**src/rtl/aha_sif_to_sram_pkg.sv**
```systemverilog
`default_nettype none
// ============================================================================
// Module      : aha_sif_to_sram_pkg
// Description : Shared widths and the byte-address to word-index mapping
//               used by the SIF-to-SRAM adapter.
// Revision    : 1.0 - initial release
// ============================================================================
package aha_sif_to_sram_pkg;

    localparam int SIF_ADDR_W = 32;   // SIF byte address width
    localparam int SIF_DATA_W = 64;   // SIF / SRAM data width
    localparam int SIF_STRB_W = 8;    // one enable per data byte
    localparam int SIF_OFS_W  = 3;    // byte-offset bits inside a 64-bit word

    // Drops the byte offset; callers keep only the low RAM_ADDR_W bits, so
    // higher address bits alias onto the same SRAM words.
    function automatic logic [SIF_ADDR_W-1:0] sif_word_idx(input logic [SIF_ADDR_W-1:0] addr);
        return addr >> SIF_OFS_W;
    endfunction

endpackage
`default_nettype wire

```
**src/rtl/aha_sif_if.sv**
```systemverilog
`default_nettype none
// ============================================================================
// Module      : aha_sif_if
// Description : Simple interface (SIF) write and read channels between the
//               AXI-to-SIF bridge (master) and its consumer (slave).
// Revision    : 1.0 - initial release
// ============================================================================
interface aha_sif_if;
    import aha_sif_to_sram_pkg::*;

    logic [SIF_ADDR_W-1:0] SIF_WR_ADDR;
    logic                  SIF_WR_EN;
    logic [SIF_STRB_W-1:0] SIF_WR_STRB;
    logic [SIF_DATA_W-1:0] SIF_WR_DATA;
    logic [SIF_ADDR_W-1:0] SIF_RD_ADDR;
    logic                  SIF_RD_EN;
    logic [SIF_DATA_W-1:0] SIF_RD_DATA;
    logic                  SIF_RD_VALID;

    modport master (
        output SIF_WR_ADDR, SIF_WR_EN, SIF_WR_STRB, SIF_WR_DATA,
        output SIF_RD_ADDR, SIF_RD_EN,
        input  SIF_RD_DATA, SIF_RD_VALID
    );

    modport slave (
        input  SIF_WR_ADDR, SIF_WR_EN, SIF_WR_STRB, SIF_WR_DATA,
        input  SIF_RD_ADDR, SIF_RD_EN,
        output SIF_RD_DATA, SIF_RD_VALID
    );

endinterface
`default_nettype wire

```
**src/rtl/aha_sif_rd_fifo.sv**
```systemverilog
`default_nettype none
// ============================================================================
// Module      : aha_sif_rd_fifo
// Description : Small synchronous FIFO with a combinational head. A push
//               while full is accepted only when a pop happens in the same
//               cycle.
// Revision    : 1.0 - initial release
// ============================================================================
module aha_sif_rd_fifo #(
    parameter int DEPTH = 4,   // power of two, >= 2
    parameter int WIDTH = 12
) (
    input  wire logic             clk_i,
    input  wire logic             rst_ni,
    input  wire logic             push_i,
    input  wire logic             pop_i,
    input  wire logic [WIDTH-1:0] din_i,
    output logic      [WIDTH-1:0] head_o,
    output logic                  full_o,
    output logic                  empty_o
);

    localparam int PTR_W = $clog2(DEPTH);

    // Pointers carry one wrap bit to tell full from empty.
    logic [PTR_W:0]     wr_ptr_q;
    logic [PTR_W:0]     rd_ptr_q;
    logic [WIDTH-1:0]   mem_q [DEPTH];
    logic               w_do_push;
    logic               w_do_pop;

    assign empty_o   = (wr_ptr_q == rd_ptr_q);
    assign full_o    = (wr_ptr_q[PTR_W] != rd_ptr_q[PTR_W]) &&
                       (wr_ptr_q[PTR_W-1:0] == rd_ptr_q[PTR_W-1:0]);
    assign w_do_pop  = pop_i && !empty_o;
    assign w_do_push = push_i && (!full_o || w_do_pop);
    assign head_o    = mem_q[rd_ptr_q[PTR_W-1:0]];

    // Pointer update; reset discards all queued entries.
    always_ff @(posedge clk_i or negedge rst_ni) begin
        if (!rst_ni) begin
            wr_ptr_q <= '0;
            rd_ptr_q <= '0;
        end else begin
            if (w_do_push) wr_ptr_q <= wr_ptr_q + {{PTR_W{1'b0}}, 1'b1};
            if (w_do_pop)  rd_ptr_q <= rd_ptr_q + {{PTR_W{1'b0}}, 1'b1};
        end
    end

    // Storage write; contents need no reset because the pointers gate them.
    always_ff @(posedge clk_i) begin
        if (w_do_push) mem_q[wr_ptr_q[PTR_W-1:0]] <= din_i;
    end

endmodule
`default_nettype wire

```
**src/rtl/aha_sif_to_sram.sv**
```systemverilog
`default_nettype none
// ============================================================================
// Module      : aha_sif_to_sram
// Description : Maps the SIF write/read channels onto one single-port,
//               byte-enabled 64-bit SRAM. Writes win the port; reads queue
//               in a FIFO and return in order with SIF_RD_VALID.
// Revision    : 1.0 - initial release
// ============================================================================
module aha_sif_to_sram
    import aha_sif_to_sram_pkg::*;
#(
    parameter int RAM_ADDR_W    = 12,
    parameter int RAM_RD_LAT    = 1,   // 1..3
    parameter int RD_FIFO_DEPTH = 4
) (
    input  wire logic                  ACLK,
    input  wire logic                  ARESETn,
    aha_sif_if.slave                   sif,
    output logic                       RAM_CE,
    output logic                       RAM_WE,
    output logic [SIF_STRB_W-1:0]      RAM_BE,
    output logic [RAM_ADDR_W-1:0]      RAM_ADDR,
    output logic [SIF_DATA_W-1:0]      RAM_WDATA,
    input  wire logic [SIF_DATA_W-1:0] RAM_RDATA,
    output logic                       RD_OVERFLOW
);

    logic                  wr_pend_q;
    logic [RAM_ADDR_W-1:0] wr_addr_q;
    logic [SIF_STRB_W-1:0] wr_strb_q;
    logic [SIF_DATA_W-1:0] wr_data_q;

    logic [RAM_RD_LAT-1:0] rd_vld_q;
    logic                  rd_valid_q;
    logic [SIF_DATA_W-1:0] rd_data_q;
    logic                  rd_ovf_q;
    logic                  rd_ovf_d;

    logic [SIF_ADDR_W-1:0] w_wr_word;
    logic [SIF_ADDR_W-1:0] w_rd_word;
    logic [RAM_ADDR_W-1:0] w_fifo_head;
    logic                  w_fifo_full;
    logic                  w_fifo_empty;
    logic                  w_rd_issue;
    logic                  w_unused;

    assign w_wr_word = sif_word_idx(sif.SIF_WR_ADDR);
    assign w_rd_word = sif_word_idx(sif.SIF_RD_ADDR);
    assign w_unused  = ^{w_wr_word[SIF_ADDR_W-1:RAM_ADDR_W], w_rd_word[SIF_ADDR_W-1:RAM_ADDR_W]};

    // A registered write always owns the port; the read head waits behind it.
    assign w_rd_issue = !wr_pend_q && !w_fifo_empty;

    aha_sif_rd_fifo #(
        .DEPTH (RD_FIFO_DEPTH),
        .WIDTH (RAM_ADDR_W)
    ) u_rd_fifo (
        .clk_i   (ACLK),
        .rst_ni  (ARESETn),
        .push_i  (sif.SIF_RD_EN),
        .pop_i   (w_rd_issue),
        .din_i   (w_rd_word[RAM_ADDR_W-1:0]),
        .head_o  (w_fifo_head),
        .full_o  (w_fifo_full),
        .empty_o (w_fifo_empty)
    );

    // Register the incoming write so it issues one cycle later.
    always_ff @(posedge ACLK or negedge ARESETn) begin
        if (!ARESETn) begin
            wr_pend_q <= 1'b0;
            wr_addr_q <= '0;
            wr_strb_q <= '0;
            wr_data_q <= '0;
        end else begin
            wr_pend_q <= sif.SIF_WR_EN;
            if (sif.SIF_WR_EN) begin
                wr_addr_q <= w_wr_word[RAM_ADDR_W-1:0];
                wr_strb_q <= sif.SIF_WR_STRB;
                wr_data_q <= sif.SIF_WR_DATA;
            end
        end
    end

    // Drive the SRAM port: pending write, else FIFO head read, else idle.
    always_comb begin
        RAM_CE    = 1'b0;
        RAM_WE    = 1'b0;
        RAM_BE    = '0;
        RAM_ADDR  = '0;
        RAM_WDATA = '0;
        if (wr_pend_q) begin
            RAM_CE    = 1'b1;
            RAM_WE    = 1'b1;
            RAM_BE    = wr_strb_q;
            RAM_ADDR  = wr_addr_q;
            RAM_WDATA = wr_data_q;
        end else if (!w_fifo_empty) begin
            RAM_CE    = 1'b1;
            RAM_ADDR  = w_fifo_head;
        end
    end

    // A request dropped on a full FIFO with no simultaneous pop is sticky.
    assign rd_ovf_d = rd_ovf_q || (sif.SIF_RD_EN && w_fifo_full && !w_rd_issue);

    // Track issued reads through the SRAM latency and capture returning data.
    always_ff @(posedge ACLK or negedge ARESETn) begin
        if (!ARESETn) begin
            rd_vld_q   <= '0;
            rd_valid_q <= 1'b0;
            rd_data_q  <= '0;
            rd_ovf_q   <= 1'b0;
        end else begin
            rd_vld_q[0] <= w_rd_issue;
            for (int i = 1; i < RAM_RD_LAT; i++) begin
                rd_vld_q[i] <= rd_vld_q[i-1];
            end
            rd_valid_q <= rd_vld_q[RAM_RD_LAT-1];
            if (rd_vld_q[RAM_RD_LAT-1]) rd_data_q <= RAM_RDATA;
            rd_ovf_q <= rd_ovf_d;
        end
    end

    assign sif.SIF_RD_VALID = rd_valid_q;
    assign sif.SIF_RD_DATA  = rd_data_q;
    assign RD_OVERFLOW      = rd_ovf_q;

endmodule
`default_nettype wire

```
**src/flat_wrapper.sv**
```systemverilog
// flat-port wrapper written by rule: the top's interface ports become plain ports
module aha_sif_to_sram_flat import aha_sif_to_sram_pkg::*;
#(
    parameter int RAM_ADDR_W    = 12,
    parameter int RAM_RD_LAT    = 1,          
    parameter int RD_FIFO_DEPTH = 4
)
  (ACLK, ARESETn, RAM_CE, RAM_WE, RAM_BE, RAM_ADDR, RAM_WDATA, RAM_RDATA, RD_OVERFLOW, sif_SIF_WR_ADDR, sif_SIF_WR_EN, sif_SIF_WR_STRB, sif_SIF_WR_DATA, sif_SIF_RD_ADDR, sif_SIF_RD_EN, sif_SIF_RD_DATA, sif_SIF_RD_VALID);
  aha_sif_if sif_i ();
  input  wire logic ACLK;
  input  wire logic ARESETn;
  output logic RAM_CE;
  output logic RAM_WE;
  output logic [SIF_STRB_W-1:0] RAM_BE;
  output logic [RAM_ADDR_W-1:0] RAM_ADDR;
  output logic [SIF_DATA_W-1:0] RAM_WDATA;
  input  wire logic [SIF_DATA_W-1:0] RAM_RDATA;
  output logic RD_OVERFLOW;
  input wire logic [$bits(sif_i.SIF_WR_ADDR)-1:0] sif_SIF_WR_ADDR;
  input wire logic [$bits(sif_i.SIF_WR_EN)-1:0] sif_SIF_WR_EN;
  input wire logic [$bits(sif_i.SIF_WR_STRB)-1:0] sif_SIF_WR_STRB;
  input wire logic [$bits(sif_i.SIF_WR_DATA)-1:0] sif_SIF_WR_DATA;
  input wire logic [$bits(sif_i.SIF_RD_ADDR)-1:0] sif_SIF_RD_ADDR;
  input wire logic [$bits(sif_i.SIF_RD_EN)-1:0] sif_SIF_RD_EN;
  output wire logic [$bits(sif_i.SIF_RD_DATA)-1:0] sif_SIF_RD_DATA;
  output wire logic [$bits(sif_i.SIF_RD_VALID)-1:0] sif_SIF_RD_VALID;
  assign sif_i.SIF_WR_ADDR = sif_SIF_WR_ADDR;
  assign sif_i.SIF_WR_EN = sif_SIF_WR_EN;
  assign sif_i.SIF_WR_STRB = sif_SIF_WR_STRB;
  assign sif_i.SIF_WR_DATA = sif_SIF_WR_DATA;
  assign sif_i.SIF_RD_ADDR = sif_SIF_RD_ADDR;
  assign sif_i.SIF_RD_EN = sif_SIF_RD_EN;
  assign sif_SIF_RD_DATA = sif_i.SIF_RD_DATA;
  assign sif_SIF_RD_VALID = sif_i.SIF_RD_VALID;
  aha_sif_to_sram #(.RAM_ADDR_W(RAM_ADDR_W), .RAM_RD_LAT(RAM_RD_LAT), .RD_FIFO_DEPTH(RD_FIFO_DEPTH)) u_core (.ACLK(ACLK), .ARESETn(ARESETn), .sif(sif_i), .RAM_CE(RAM_CE), .RAM_WE(RAM_WE), .RAM_BE(RAM_BE), .RAM_ADDR(RAM_ADDR), .RAM_WDATA(RAM_WDATA), .RAM_RDATA(RAM_RDATA), .RD_OVERFLOW(RD_OVERFLOW));
endmodule
```
**config.mk**
```make
export PLATFORM = sky130hd
export DESIGN_NAME = aha_sif_to_sram_flat
export DESIGN_NICKNAME = d
export VERILOG_FILES = /design/src/rtl/aha_sif_to_sram_pkg.sv /design/src/rtl/aha_sif_if.sv /design/src/rtl/aha_sif_rd_fifo.sv /design/src/rtl/aha_sif_to_sram.sv /design/src/flat_wrapper.sv
export SDC_FILE = /design/constraint.sdc
export NUM_CORES = 1
export LEC_CHECK = 0
export BUFFER_PORTS_ARGS = -buffer_cell sky130_fd_sc_hd__buf_4
export CORE_AREA = 5 5 137 139
export DETAILED_ROUTE_END_ITERATION = 16
export DIE_AREA = 0 0 142 144
export PLACE_DENSITY_LB_ADDON = 0.2
export SETUP_SLACK_MARGIN = 0.05
export SLEW_MARGIN = 0
export SYNTH_ARGS = -nofsm -noshare
export SYNTH_HDL_FRONTEND = slang
export SYNTH_SLANG_ARGS = --single-unit
```
**constraint.sdc**
```tcl
create_clock -name ACLK -period 4.05 [get_ports ACLK]
set_input_delay 0.81 -clock ACLK [delete_from_list [all_inputs] [get_ports ACLK]]
set_output_delay 0.81 -clock ACLK [all_outputs]
set_load 0.05 [all_outputs]
```
==> summary.txt <==
Run status
  – Status: finished, final reports clean

Clocking
  – H-tree levels: 1
  – Reg clk slew, reported paths: 0.06 ns
  – CTS resizes: 0
  – Postcts setup bufs: 0
  – Hold-fix buffers, CTS: 0
  – Clock Latency Late Sink: 0.51 ns
  – Clock Sinks: 206
  – Total CTS buffers: 22
  – Clk buf depth: 3
  – CTS tree: built
  – CTS Root Cell: clkbuf_16

Drt
  – Drt total wl: 21.7 mm
  – Highest metal used: met4
  – DRT iter0 DRCs: 182
  – Metal2 WL: 11.6 mm
  – Via count: 5390
  – Via density per instance: 5.02
  – Routed WL per cell: 20.3 µm
  – Met3 wire length: 1.65 mm
  – ANT nets after route: 0
  – Post-route DRC violation count: 0
  – Met1 Wirelength: 7.77 mm
  – Drt pass-1 iters: 4

Global route
  – Pin count of the biggest net entering global routing: 86
  – Antenna violations before repair: 0
  – Vias in the first global route: 5773
  – First-pass GRT wire length: 32.6 mm
  – GRT Total Usage: 20.5%
  – Grt ovf: 0

Run
  – Max cap viols: 0

Power and ir drop
  – Cell Pwr Density: 772 nW/µm²
  – Psw: 0.00362 W
  – Reg power frac: 34.0%
  – Leak pwr: 5.27 nW
  – VDD IR-drop max: 0.000658 V
  – Switching share of power: 40.1%
  – Clock network power share: 23.8%
  – Int Pwr: 0.00542 W
  – Logic gate share of total power: 42.2%

Final layout
  – # diodes: 0
  – Area grow syn2layout: 40.1%
  – Register area: 5400 µm²
  – Most frequent cells in the layout: buf_4 (318), dfrtp_1 (156), mux2_2 (148)
  – Fillers: 1281
  – Layout cell share with drive strength beyond 1: 61.8%
  – Nets: 1037
  – Finished Cell Area: 11700 µm²
  – Commonest non-fill, non-tap cell in the layout: buf_4
  – Multi-input logic area: 2800 µm²

Synthesis
  – Syn_nets: 723
  – Seq/Total Area, Yosys: 64.6%
  – Flops & latches, synth: 206
  – Syn avg cell area: 16.2 µm²
  – Yosys cell types: 28
  – Mapped Area: 8350 µm²
  – Async S/R FF share, synth: 76.7%
  – Yosys warns: 0
  – EDFF count, synth: 48
  – Cells after Synth: 514
  – Most used DFF post-synth: dfrtp_1

Setup path
  – R2R depth: 3
  – Worst path buffer plus inverter count: 1
  – CP Launch Type: register
  – Reg2reg setup slack: 1.67 ns
  – CP top delay family: compound AO/OA/AOI/OAI gates
  – Crit path required time: 3.24 ns
  – Slowest stage delay, CP: 0.78 ns
  – Worst-path maximum fanout: 15
  – Worst setup path class: register to output pin
  – Critical Path AT: 2.53 ns
  – Worst path slowest cell: dfrtp_1
  – Levels on crit path: 4
  – Crit. End Element: output pin
  – Worst path cell trace: xnor2_2 > a31oi_4 > a22o_1 > buf_4

Placed design
  – Hpwl dp: 16.2 mm
  – Placed Area: 10900 µm²
  – Port-buffer cells: 315
  – Final Wtd Congestion: 0.824

Floorplan
  – Die width: 142 µm
  – Die height: 144 µm
  – Ports: 356
  – Die ar.: 20400 µm²
  – Initial Util: 47.6%
  – Core Box Area: 17500 µm²
  – Num rows: 49

STA
  – Worst-Margin Slew: 1.10 ns
  – Post-layout minimum cycle time: 3.34 ns
  – Crit share post-route: 82.4%
  – Peak clock frequency supported by timing: 300 MHz
  – Fin Setup TNS: 0 ns
  – Final Hold Fails: 0
  – Clk_skew: 0.0280 ns
  – Final setup fails: 0
  – Rel. slew slack: 26.6%
  – Unrepaired setup endpoints after global routing: no
  – Slew Viols, Final: 0

Hold path
  – Min-delay worst type: input port to async pin
-- stage by stage --
stage	power, W	cells	hold slack, ns	setup slack, ns	util, %
floorplan	0.00571	514	0.352	1.41	-
global placement	0.00687	1033	0.468	1.20	62.2
detailed placement	0.00696	1033	0.464	1.18	62.2
CTS	0.00914	1073	0.368	0.647	66.7
global route	0.00940	1073	0.411	0.555	66.7
finish	0.00903	1073	0.339	0.714	66.7
-- path summary, 6_finish.rpt --
kind | startpoint | to
worst max register to register | u_core.u_rd_fifo.rd_ptr_q[1] | u_core.u_rd_fifo.mem_q[3][6]
worst max-delay path | u_core.u_rd_fifo.rd_ptr_q[1] | RAM_ADDR[5]
max in group asynchronous | ARESETn | u_core.sif.SIF_RD_DATA[41]
worst min register to register | u_core.RD_OVERFLOW | u_core.RD_OVERFLOW
worst min-delay path | ARESETn | u_core.sif.SIF_RD_DATA[3]
min in group ACLK | u_core.RD_OVERFLOW | u_core.RD_OVERFLOW
-- power by group through the flow --
stage	registers (W)	clock network [W]	logic (W)
6_report	0.00307	0.00215	0.00381
5_1_grt	0.00314	0.00228	0.00398
2_1_floorplan	0.00416	0	0.00156
4_1_cts	0.00308	0.00220	0.00386
3_5_place_dp	0.00311	0	0.00385
3_3_place_gp	0.00307	0	0.00380
-- metal layers --
metal / up-vias / track usage (%)
met2: 197 / 37.1
met1: 2679 / 23.6
met5: - / 0
met3: 47 / 5.09
li1: 2467 / -
met4: 0 / 7.68
-- flip-flops by register name, indices dropped and copies added, names as in the netlist --
register                   cells
u_core.RD_OVERFLOW             1
u_core.u_rd_fifo.rd_ptr_q      3
u_core.wr_data_q              64
u_core.wr_strb_q               8
u_core.u_rd_fifo.mem_q        48
u_core.wr_pend_q               1
u_core.u_rd_fifo.wr_ptr_q      3
u_core.wr_addr_q              12
u_core.sif.SIF_RD_DATA        64
u_core.sif.SIF_RD_VALID        1
u_core.rd_vld_q                1
-- synth_stat cells (2+ instances only) --
master / number / area, µm²
mux2_2: 148 / 1670
dfrtp_1: 158 / 3950
xnor2_1: 2 / 17.5
xnor2_2: 2 / 32.5
ha_1: 5 / 62.6
buf_6: 2 / 22.5
buf_2: 15 / 75.1
xor2_1: 2 / 17.5
and2_1: 77 / 482
mux4_2: 12 / 270
inv_1: 4 / 15.0
a22o_1: 12 / 105
edfxtp_1: 48 / 1440
clkbuf_1: 13 / 48.8
-- layout make-up --
type	instances	share of cell area, %
clock inverters	16	1.95
repair buffers	320	20.7
flip-flops and latches	206	46.1
clock buffers	24	4.77
inverters	4	0.128
well taps	229	2.45
multi-input cells	274	23.9
-- cell families (layout without fill, tap and decap cells) --
group | after synthesis | after routing | share of synthesized area [%]
AOI/OAI and AO/OA | 18 | 18 | 2.11
xor gates and xnor gates | 7 | 7 | 1.00
adders and majority gates | 5 | 5 | 0.749
buffers and inverters | 34 | 364 | 1.93
DFF | 206 | 206 | 64.6
muxes | 162 | 162 | 23.5
and+or+nand+nor | 82 | 82 | 6.10
Power figures use the tool's default switching activity.
